### src/rtl/pll_seq_pkg.sv
// Shared constants for the PLL lock sequencer: FSM encoding and default timing.
package pll_seq_pkg;

    localparam logic [2:0] S_HOLD    = 3'd0;
    localparam logic [2:0] S_SETTLE  = 3'd1;
    localparam logic [2:0] S_RELEASE = 3'd2;
    localparam logic [2:0] S_RUN     = 3'd3;
    localparam logic [2:0] S_HALT    = 3'd4;

    localparam int unsigned SETTLE_CYCLES_DEF = 16;
    localparam int unsigned HOLD_CYCLES_DEF   = 4;

endpackage

### src/rtl/reset_sync2.sv
// Two-flop reset synchronizer: asserts asynchronously, releases on the second clk edge.
module reset_sync2 (
    input  logic clk,
    input  logic arst_n,
    output logic rst_sync_n
);

    logic meta;

    always_ff @(posedge clk or negedge arst_n) begin
        if (!arst_n) begin
            meta       <= 1'b0;
            rst_sync_n <= 1'b0;
        end else begin
            meta       <= 1'b1;
            rst_sync_n <= meta;
        end
    end

endmodule

### src/rtl/pll_lock_sequencer.sv
// Sequences datapath reset release and clock enable after PLL lock, with a halt handshake.
module pll_lock_sequencer
    import pll_seq_pkg::*;
#(
    parameter int unsigned SETTLE_CYCLES = SETTLE_CYCLES_DEF,
    parameter int unsigned HOLD_CYCLES   = HOLD_CYCLES_DEF
) (
    input  logic        clk,
    input  logic        lock,
    input  logic        halt_req,
    output logic        halt_ack,
    output logic        dp_rst_n,
    output logic        dp_en,
    output logic        ready,
    output logic [31:0] run_cycles,
    output logic [2:0]  dbg_state
);

    localparam logic [15:0] SETTLE_LAST = 16'(SETTLE_CYCLES - 1);
    localparam logic [7:0]  HOLD_LAST   = 8'(HOLD_CYCLES - 1);

    logic        rst_n;
    logic [2:0]  state;
    logic [2:0]  next_state;
    logic [15:0] settle_cnt;
    logic [7:0]  hold_cnt;

    reset_sync2 u_sync (
        .clk        (clk),
        .arst_n     (lock),
        .rst_sync_n (rst_n)
    );

    // halt_req/halt_ack is a level handshake: halt_req is sampled only in RUN/HALT;
    // halt_ack is high exactly while frozen and follows halt_req with one cycle of latency.
    always_comb begin
        next_state = state;
        case (state)
            S_HOLD:    next_state = S_SETTLE;
            S_SETTLE:  if (settle_cnt == SETTLE_LAST) next_state = S_RELEASE;
            S_RELEASE: if (hold_cnt == HOLD_LAST) next_state = S_RUN;
            S_RUN:     if (halt_req) next_state = S_HALT;
            S_HALT:    if (!halt_req) next_state = S_RUN;
            default:   next_state = S_HOLD;
        endcase
    end

    // Outputs are decoded from next_state so they change on the same edge as the state.
    always_ff @(posedge clk or negedge rst_n) begin
        if (!rst_n) begin
            state      <= S_HOLD;
            settle_cnt <= '0;
            hold_cnt   <= '0;
            dp_rst_n   <= 1'b0;
            dp_en      <= 1'b0;
            ready      <= 1'b0;
            halt_ack   <= 1'b0;
            run_cycles <= '0;
        end else begin
            state      <= next_state;
            settle_cnt <= (state == S_SETTLE) ? settle_cnt + 16'd1 : 16'd0;
            hold_cnt   <= (state == S_RELEASE) ? hold_cnt + 8'd1 : 8'd0;
            dp_rst_n   <= (next_state == S_RELEASE) || (next_state == S_RUN) ||
                          (next_state == S_HALT);
            dp_en      <= (next_state == S_RUN);
            ready      <= (next_state == S_RUN) || (next_state == S_HALT);
            halt_ack   <= (next_state == S_HALT);
            if (dp_en) run_cycles <= run_cycles + 32'd1;
        end
    end

    assign dbg_state = state;

endmodule

### config.mk
export PLATFORM = sky130hd
export DESIGN_NAME = pll_lock_sequencer
export DESIGN_NICKNAME = d
export VERILOG_FILES = /design/src/rtl/pll_seq_pkg.sv /design/src/rtl/reset_sync2.sv /design/src/rtl/pll_lock_sequencer.sv
export SDC_FILE = /design/constraint.sdc
export NUM_CORES = 1
export LEC_CHECK = 0
export ABC_AREA = 1
export CAP_MARGIN = 20
export CORE_MARGIN = 2
export CORE_UTILIZATION = 40
export CTS_BUF_LIST = sky130_fd_sc_hd__clkbuf_4
export DETAILED_ROUTE_END_ITERATION = 16
export PLACE_DENSITY = 0.65
export RECOVER_POWER = 100
export SLEW_MARGIN = 15
export SYNTH_ARGS = -nofsm -noshare
export SYNTH_HDL_FRONTEND = slang
export SYNTH_SLANG_ARGS = --single-unit
### constraint.sdc
create_clock -name clk -period 2.3 [get_ports clk]
set_clock_uncertainty 0.1 [all_clocks]
set_input_delay 0.345 -clock clk [delete_from_list [all_inputs] [get_ports clk]]
set_output_delay 0.345 -clock clk [all_outputs]
set_load 0.05 [all_outputs]
* Word-level counts from Yosys, hierarchy flattened
Cells that the tools add are included.
** Word-level totals
- Output and inout port bits :: 39
- Input port bits :: 3
- Logic and storage cells :: 33
- Bits in registers :: 65
** Operators by class
- Eq/ne operators :: 9
- Reduce and logical (&&, ||, !) cells :: 4
- Mux-type cells :: 7
- Add/sub/neg operators :: 3
** Operators by type and width (number)
- 32-bit by 1-bit adder with 32-bit output, second input constant :: 1
- 16-bit by 1-bit adder with 16-bit output, second input constant :: 1
- 16-bit by 4-bit == test with 1-bit output, second input constant :: 1
- 16-bit two-way mux :: 1
- 3-bit case mux with 5 select lines :: 1
- 3-bit by 2-bit == test with 1-bit output, second input constant :: 4
- 3-bit two-way mux :: 4
- 8-bit by 1-bit adder with 8-bit output, second input constant :: 1
- 8-bit by 2-bit == test with 1-bit output, second input constant :: 1
- 8-bit two-way mux :: 1
- 3-bit == test, second input constant :: 2
- 3-bit by 1-bit == test with 1-bit output, second input constant :: 1
- 3-bit zero test :: 1
- 1-bit logical OR :: 3

* Logic depth before layout (Yosys ltp)
Gate-level depths: netlist of the first run.
- Depth after elaboration :: 6
- Gate-level depth with buffers :: 10
- Depth with buffers taken out :: 10

* Hierarchy
Synthesis of the first run repeated with hierarchy kept, for this count alone.
** Unflattened totals
- Cell total of the unflattened synthesis :: 386
- Area total of the unflattened synthesis :: 3223.1 um2
** Modules (own cells, without submodules)
- pll_lock_sequencer :: times used 1, cells an instance 383, sequential area each 1576.5 um2, area an instance 3169.3 um2
- reset_sync2 :: times used 1, cells an instance 3, sequential area each 50.0 um2, area an instance 53.8 um2

* Least setup slack after synthesis of the first run
No wires, ideal clock.
- Path type :: register -> register
- Start :: register run_cycles[0]
- End :: register run_cycles[20]
- Clock period less this slack :: 1.891 ns
- Arrival :: 1.650 ns
- Required time :: 2.059 ns
- Path buffers :: 0
- Stages on the path, launching flop included :: 8
- Path slack :: 0.409 ns
- Cell sequence :: dfrtp_1 > ha_1 > nand2_1 > inv_1 > nand3_4 > nor2_4 > nand2_1 > xnor2_1
** Between the ends
- Longest elaborated chain between the ends :: 1
** RTL lines
- start, declared :: line pll_lock_sequencer.sv:15 : output logic [31:0] run_cycles,
- start signal, assigned :: line pll_lock_sequencer.sv:68 : if (dp_en) run_cycles <= run_cycles + 32'd1;
- 32-bit by 1-bit adder with 32-bit output :: line pll_lock_sequencer.sv:68
Every way passes these cells.
A chain may end at the register's enable or synchronous reset.

* Worst setup path after layout of the first run
- Start :: register run_cycles[0]
- End :: output port run_cycles[0]
No word-level cell between the ends.

==> results of run 1 <==
flip-flops by register name, summed over array words and instances, names as in the netlist:
| name | count |
|---|---|
| run_cycles | 32 |
| hold_cnt | 8 |
| dp_rst_n | 1 |
| halt_ack | 1 |
| ready | 1 |
| u_sync.meta | 1 |
| u_sync.rst_sync_n | 1 |
| settle_cnt | 16 |
| dbg_state | 3 |
| dp_en | 1 |
final timing paths:
check	slack, ns	start	cells past startpoint	to
min reg2reg	0.26	u_sync.meta	0	u_sync.rst_sync_n
max	0.07	run_cycles[0]	1	run_cycles[0]
min	0.26	u_sync.meta	0	u_sync.rst_sync_n
min in group asynchronous	0.59	lock	2	u_sync.meta
max reg2reg	0.28	run_cycles[0]	7	run_cycles[24]
max in group asynchronous	0.55	u_sync.rst_sync_n	1	run_cycles[31]
Yosys cell counts (3+ instances only):
cell / count / area [sq um]
xnor2_1: 8 / 70.1
o21ai_0: 11 / 55.1
nand2_2: 5 / 31.3
nand4_1: 9 / 56.3
dfrtp_1: 65 / 1630
nand2_1: 117 / 439
nor2_4: 5 / 56.3
nor2_1: 76 / 285
nor3_2: 4 / 40.0
nor2_2: 4 / 25.0
ha_1: 3 / 37.5
xor2_1: 17 / 149
inv_1: 46 / 173
nand3_4: 3 / 52.6
a21oi_1: 10 / 50.1
nor3_1: 7 / 35.0
nand3_1: 17 / 85.1
metrics by stage:
| stage | instances | worst slack, ns | total power, mW | hold slack [ns] | utilization, % |
|---|---|---|---|---|---|
| after global placement | 568 | 0.474 | 1.98 | 0.187 | 48.1 |
| after floorplan | 422 | 0.256 | 1.80 | -0.0506 | - |
| after CTS | 585 | 0.0527 | 2.79 | 0.195 | 49.9 |
| after global routing | 585 | 0.0130 | 2.88 | 0.279 | 48.3 |
| after detailed placement | 568 | 0.450 | 2.00 | 0.195 | 48.1 |
| final | 585 | 0.0722 | 2.72 | 0.259 | 48.3 |
final cells by class:
cell class                 count  area (sq um)
fill                         823          4250
clock buffer                  11          82.6
sequential                    65          1630
tap                          105           131
timing repair buffer          43           424
inverter                      48           180
multi-input combinational    308          1460
clock inverter                 5          56.3
worst reg2reg max path, cell delays in order, from the launching register on:
cell	delay, ns
dfrtp_1	0.51
ha_1	0.24
nand2_1	0.09
inv_1	0.11
nand3_1	0.20
nor2_1	0.39
nand2_1	0.12
xor2_1	0.16
metal layers:
layer / vias to the layer above / GRT usage [%] / routed length [microns]
li1: 1426 / - / -
met2: 48 / 27.4 / 3200
met4: 0 / 6.90 / 87
met1: 1301 / 20.2 / 3220
met3: 8 / 3.84 / 229
met5: - / 0 / 0
power breakdown:
| part | switching, mW | internal, mW | total, mW |
|---|---|---|---|
| registers | 0.0958 | 1.24 | 1.33 |
| clock network | 0.435 | 0.354 | 0.789 |
| logic | 0.423 | 0.172 | 0.595 |
| total | 0.953 | 1.76 | 2.72 |
kinds of logic (layout without fill, tap and decap cells):
family | Yosys count | in the layout | synth area share (%)
compound gates | 25 | 25 | 3.83
xor+xnor | 25 | 25 | 6.45
flops | 65 | 65 | 47.9
simple gates | 254 | 254 | 35.0
fa+ha+maj | 3 | 3 | 1.11
buf+inv | 49 | 107 | 5.53
other cells | 1 | 1 | 0.111
repair_timing:
action,4_1_cts,5_1_grt
endpoints found under the hold margin,2,0
hold buffers,1,0
setup buffers,0,0
resized for setup,1,0
endpoints found under the setup margin,1,0
==> qor.txt, run 1 <==
outcome -> complete, but fails checks
failing checks -> capacitance limit, slew limit
initial antenna violation count -> 0
# diodes -> 0
CP Cell Sequence -> clkdlybuf4s50_1
Critical-path top delay cell -> clkdlybuf4s50_1
EDFF count, synth -> 0
clock slew at reported path FFs -> 0.13 ns
Final Cycle Share -> 96.9%
DRT Pass-1 Iters -> 4
via count -> 2783
Num CTS Buffers -> 9
Max-Cap Viols -> 1
CP bufs+invs -> 1
Site Rows -> 33
Worst EP required -> 1.86 ns
CTS Root Cell -> clkbuf_4
IO buf count -> 41
GR Util All Layers -> 16.4%
Clock Latency Late Sink -> 0.42 ns
Slew HR -> -1.96%
syn_nets -> 428
TritonCTS clock tree -> yes
Worst Path Arrival -> 1.78 ns
fraction of layout cells with a size suffix above 1 -> 6.46%
post-DR wirelength/cell -> 11.5 microns
Cell variety after synth -> 29
Max Fclk -> 0.449 GHz
drt initial violations -> 89
die footprint -> 9240 sq um
hpwl dp -> 5.02 mm
Starting Density -> 41.3%
post-synthesis sequential area ratio -> 47.9%
Worst Setup End Kind -> output pin
Die W -> 96.1 microns
P&R area growth vs syn -> 16.9%
YS warnings -> 0
number of global-route vias before repair -> 2682
worst vdd ir -> 344 uV
core area -> 8220 sq um
layout net count -> 481
io pins -> 42
fin crit period -> 2.23 ns
Hold WC Path Type -> reg -> reg
DRT Wirelength -> 6.74 mm
first-pass GRT wire length -> 11.8 mm
Slew @ Worst Pin -> 1.53 ns
GPL Wtd Cong -> 0.877
CP Class -> reg -> out
clk sink count -> 65
area of the mapped netlist -> 3390 sq um
Chip Height -> 96.1 microns
Routed Antenna Nets -> 0
Pins Over Slew Limit -> 64
leading cell types in the layout, fill and taps excluded -> nand2_1, nor2_1, dfrtp_1
worst stage delay on the critical path -> 0.85 ns
final hold violations -> 0
PD cells -> 685 nW/um^2
#FFs+latches synth -> 65
dpl cell area -> 3950 sq um
setup TNS -> 0 ns
final instance area -> 3970 sq um
post-synthesis async set-or-reset flop share -> 100%
CP top delay family -> buffers and inverters
detailed-route DRC error count -> 0
Leakage -> 1.83 nW
Via-to-Cell Ratio -> 4.76
htree depth -> 3
CP Launch Type -> flip-flop
post-synthesis cell count -> 422
RSZ-0062 raised after global routing -> false
setup-violating endpoint count in the final report -> 0
clock buffer depth -> 2
largest net degree at the start of global routing -> 64
Synth Area per Inst -> 8.04 sq um
Most used DFF post-synth -> dfrtp_1
total gr overflow -> 0
crit-path max FO -> 6
commonest non-fill, non-tap cell in the layout -> nand2_1
(Power assumes the default switching activity.)
==> inputs of run 2 (changes only) <==
--- a/config.mk
+++ b/config.mk
@@ -13,7 +13,7 @@
 export DETAILED_ROUTE_END_ITERATION = 16
 export PLACE_DENSITY = 0.65
 export RECOVER_POWER = 100
-export SLEW_MARGIN = 15
+export SLEW_MARGIN = 20
 export SYNTH_ARGS = -nofsm -noshare
 export SYNTH_HDL_FRONTEND = slang
 export SYNTH_SLANG_ARGS = --single-unit
==> results of run 2 <==
Final layout, timing and power as in run 1 (identical DEF).
==> inputs of run 3 (changes only) <==
--- a/config.mk
+++ b/config.mk
@@ -8,10 +8,10 @@
 export ABC_AREA = 1
 export CAP_MARGIN = 20
 export CORE_MARGIN = 2
-export CORE_UTILIZATION = 40
+export CORE_UTILIZATION = 33
 export CTS_BUF_LIST = sky130_fd_sc_hd__clkbuf_4
 export DETAILED_ROUTE_END_ITERATION = 16
-export PLACE_DENSITY = 0.65
+export PLACE_DENSITY = 0.56
 export RECOVER_POWER = 100
 export SLEW_MARGIN = 20
 export SYNTH_ARGS = -nofsm -noshare
==> qor.txt, run 3 (synthesis results as in run 1) <==
Biggest register -> run_cycles
Max Fclk -> 0.452 GHz
pre-CTS WS -> 0.457 ns
Final Cycle Share -> 96.2%
total power -> 2.71 mW
Leakage -> 1.85 nW
CP Cell Sequence -> clkdlybuf4s50_1
Slew @ Worst Pin -> 0.924 ns
Worst Setup End Kind -> output pin
Worst Path Arrival -> 1.77 ns
CP Launch Type -> flip-flop
Final Util -> 39.4%
initial antenna violation count -> 0
final instance area -> 4000 sq um
number of global-route vias before repair -> 2633
Clock Latency Late Sink -> 0.40 ns
number of setup buffers added after CTS -> 0
die footprint -> 11100 sq um
Via-to-Cell Ratio -> 4.51
total gr overflow -> 0
core area -> 10100 sq um
Regs by FF count -> run_cycles: 32 flops, settle_cnt: 16 flops, hold_cnt: 8 flops
largest net degree at the start of global routing -> 41
Routed Antenna Nets -> 0
Site Rows -> 37
fin crit period -> 2.21 ns
io pins -> 42
Critical-path top delay cell -> clkdlybuf4s50_1
DRT Pass-1 Iters -> 4
Max-Cap Viols -> 0
fraction of layout cells with a size suffix above 1 -> 6.04%
setup-violating endpoint count in the final report -> 0
Slew HR -> 38.4%
layout net count -> 481
TritonCTS clock tree -> yes
hold slack -> 0.263 ns
CP top delay family -> buffers and inverters
Chip Height -> 105 microns
IO buf count -> 41
post-route insts no fill -> 616
reg2reg start -> dp_en
final hold violations -> 0
CP bufs+invs -> 1
Inst Count DP -> 599
detailed-route DRC error count -> 0
post-DR wirelength/cell -> 11.2 microns
outcome -> complete, no violations
crit-path max FO -> 6
RSZ-0062 raised after global routing -> false
clock buffer depth -> 2
commonest non-fill, non-tap cell in the layout -> nand2_1
setup TNS -> 0 ns
first-pass GRT wire length -> 12.1 mm
P&R area growth vs syn -> 17.7%
Die W -> 105 microns
Pins Over Slew Limit -> 0
CP Class -> reg -> out
# diodes -> 0
clk sink count -> 65
CTS Root Cell -> clkbuf_4
Starting Density -> 33.5%
DRT Wirelength -> 6.87 mm
Hold WC Path Type -> reg -> reg
hpwl dp -> 5.21 mm
clock slew at reported path FFs -> 0.12 ns
Num CTS Buffers -> 9
GPL Wtd Cong -> 0.851
PD cells -> 678 nW/um^2
dpl cell area -> 3990 sq um
htree depth -> 3
via count -> 2778
Setup crit start -> run_cycles[0]
Worst Hold Launch -> u_sync.meta
Worst EP required -> 1.86 ns
worst vdd ir -> 216 uV
worst stage delay on the critical path -> 0.86 ns
leading cell types in the layout, fill and taps excluded -> nand2_1, nor2_1, dfrtp_1
drt initial violations -> 103
Setup WS post-layout -> 0.0882 ns
flip-flop count of the largest register after layout -> 32
GR Util All Layers -> 13.4%
-- run 3: cell types whose count changed in the layout (fill, tap and decap cells not counted), sizes merged --
cell,before,now
clkdlybuf4s50,12,9
buf,0,1
clkbuf,12,11
dlygate4sd3,29,32
-- run 3: what timing repair did --
item | 4_1_cts | 5_1_grt
hold buffers | 1 | 0
endpoints found under the setup margin | 1 | 0
resized for setup | 1 | 0
hold endpoints to repair | 2 | 0
-- run 3: path summary, 6_finish.rpt --
check                                         end  slack (ns)  depth (start not counted)
worst min-delay path            u_sync.rst_sync_n        0.26                          0
min in group asynchronous          run_cycles[25]        0.27                          0
worst max register to register     run_cycles[23]        0.22                          7
worst min register to register  u_sync.rst_sync_n        0.26                          0
max in group asynchronous           settle_cnt[4]        0.41                          1
worst max-delay path                run_cycles[0]        0.09                          1
-- run 3: worst reg2reg max path, stage by stage, from the launching register on --
cell and delay [ns]:
dfrtp_1 0.55, nand2_4 0.06, nor2_1 0.29, nand3_1 0.27, nor3_1 0.49, nand2_1 0.11, nand2_1 0.08, nand2_1 0.04
-- run 3: report_power, final --
part           switching, mW  internal [mW]  leakage (nW)
Sequential             0.102           1.24         0.862
Combinational          0.416          0.171         0.908
Clock                  0.429          0.355        0.0768
Total                  0.947           1.76          1.85
-- run 3: layout make-up --
class / count / area (sq um)
Clock buffer: 11 / 82.6
Clock inverter: 5 / 56.3
Fill cell: 1052 / 6140
Inverter: 48 / 180
Multi-Input combinational cell: 308 / 1460
Sequential cell: 65 / 1630
Tap cell: 136 / 170
Timing Repair Buffer: 43 / 424
-- run 3: layer usage --
layer / global-route usage [%] / part of all wire [%] / vias up
met5: 0 / 0 / -
met3: 2.78 / 3.5 / 10
met2: 21.9 / 47 / 40
li1: - / - / 1422
met4: 4.95 / 1.2 / 0
met1: 17.5 / 48 / 1306
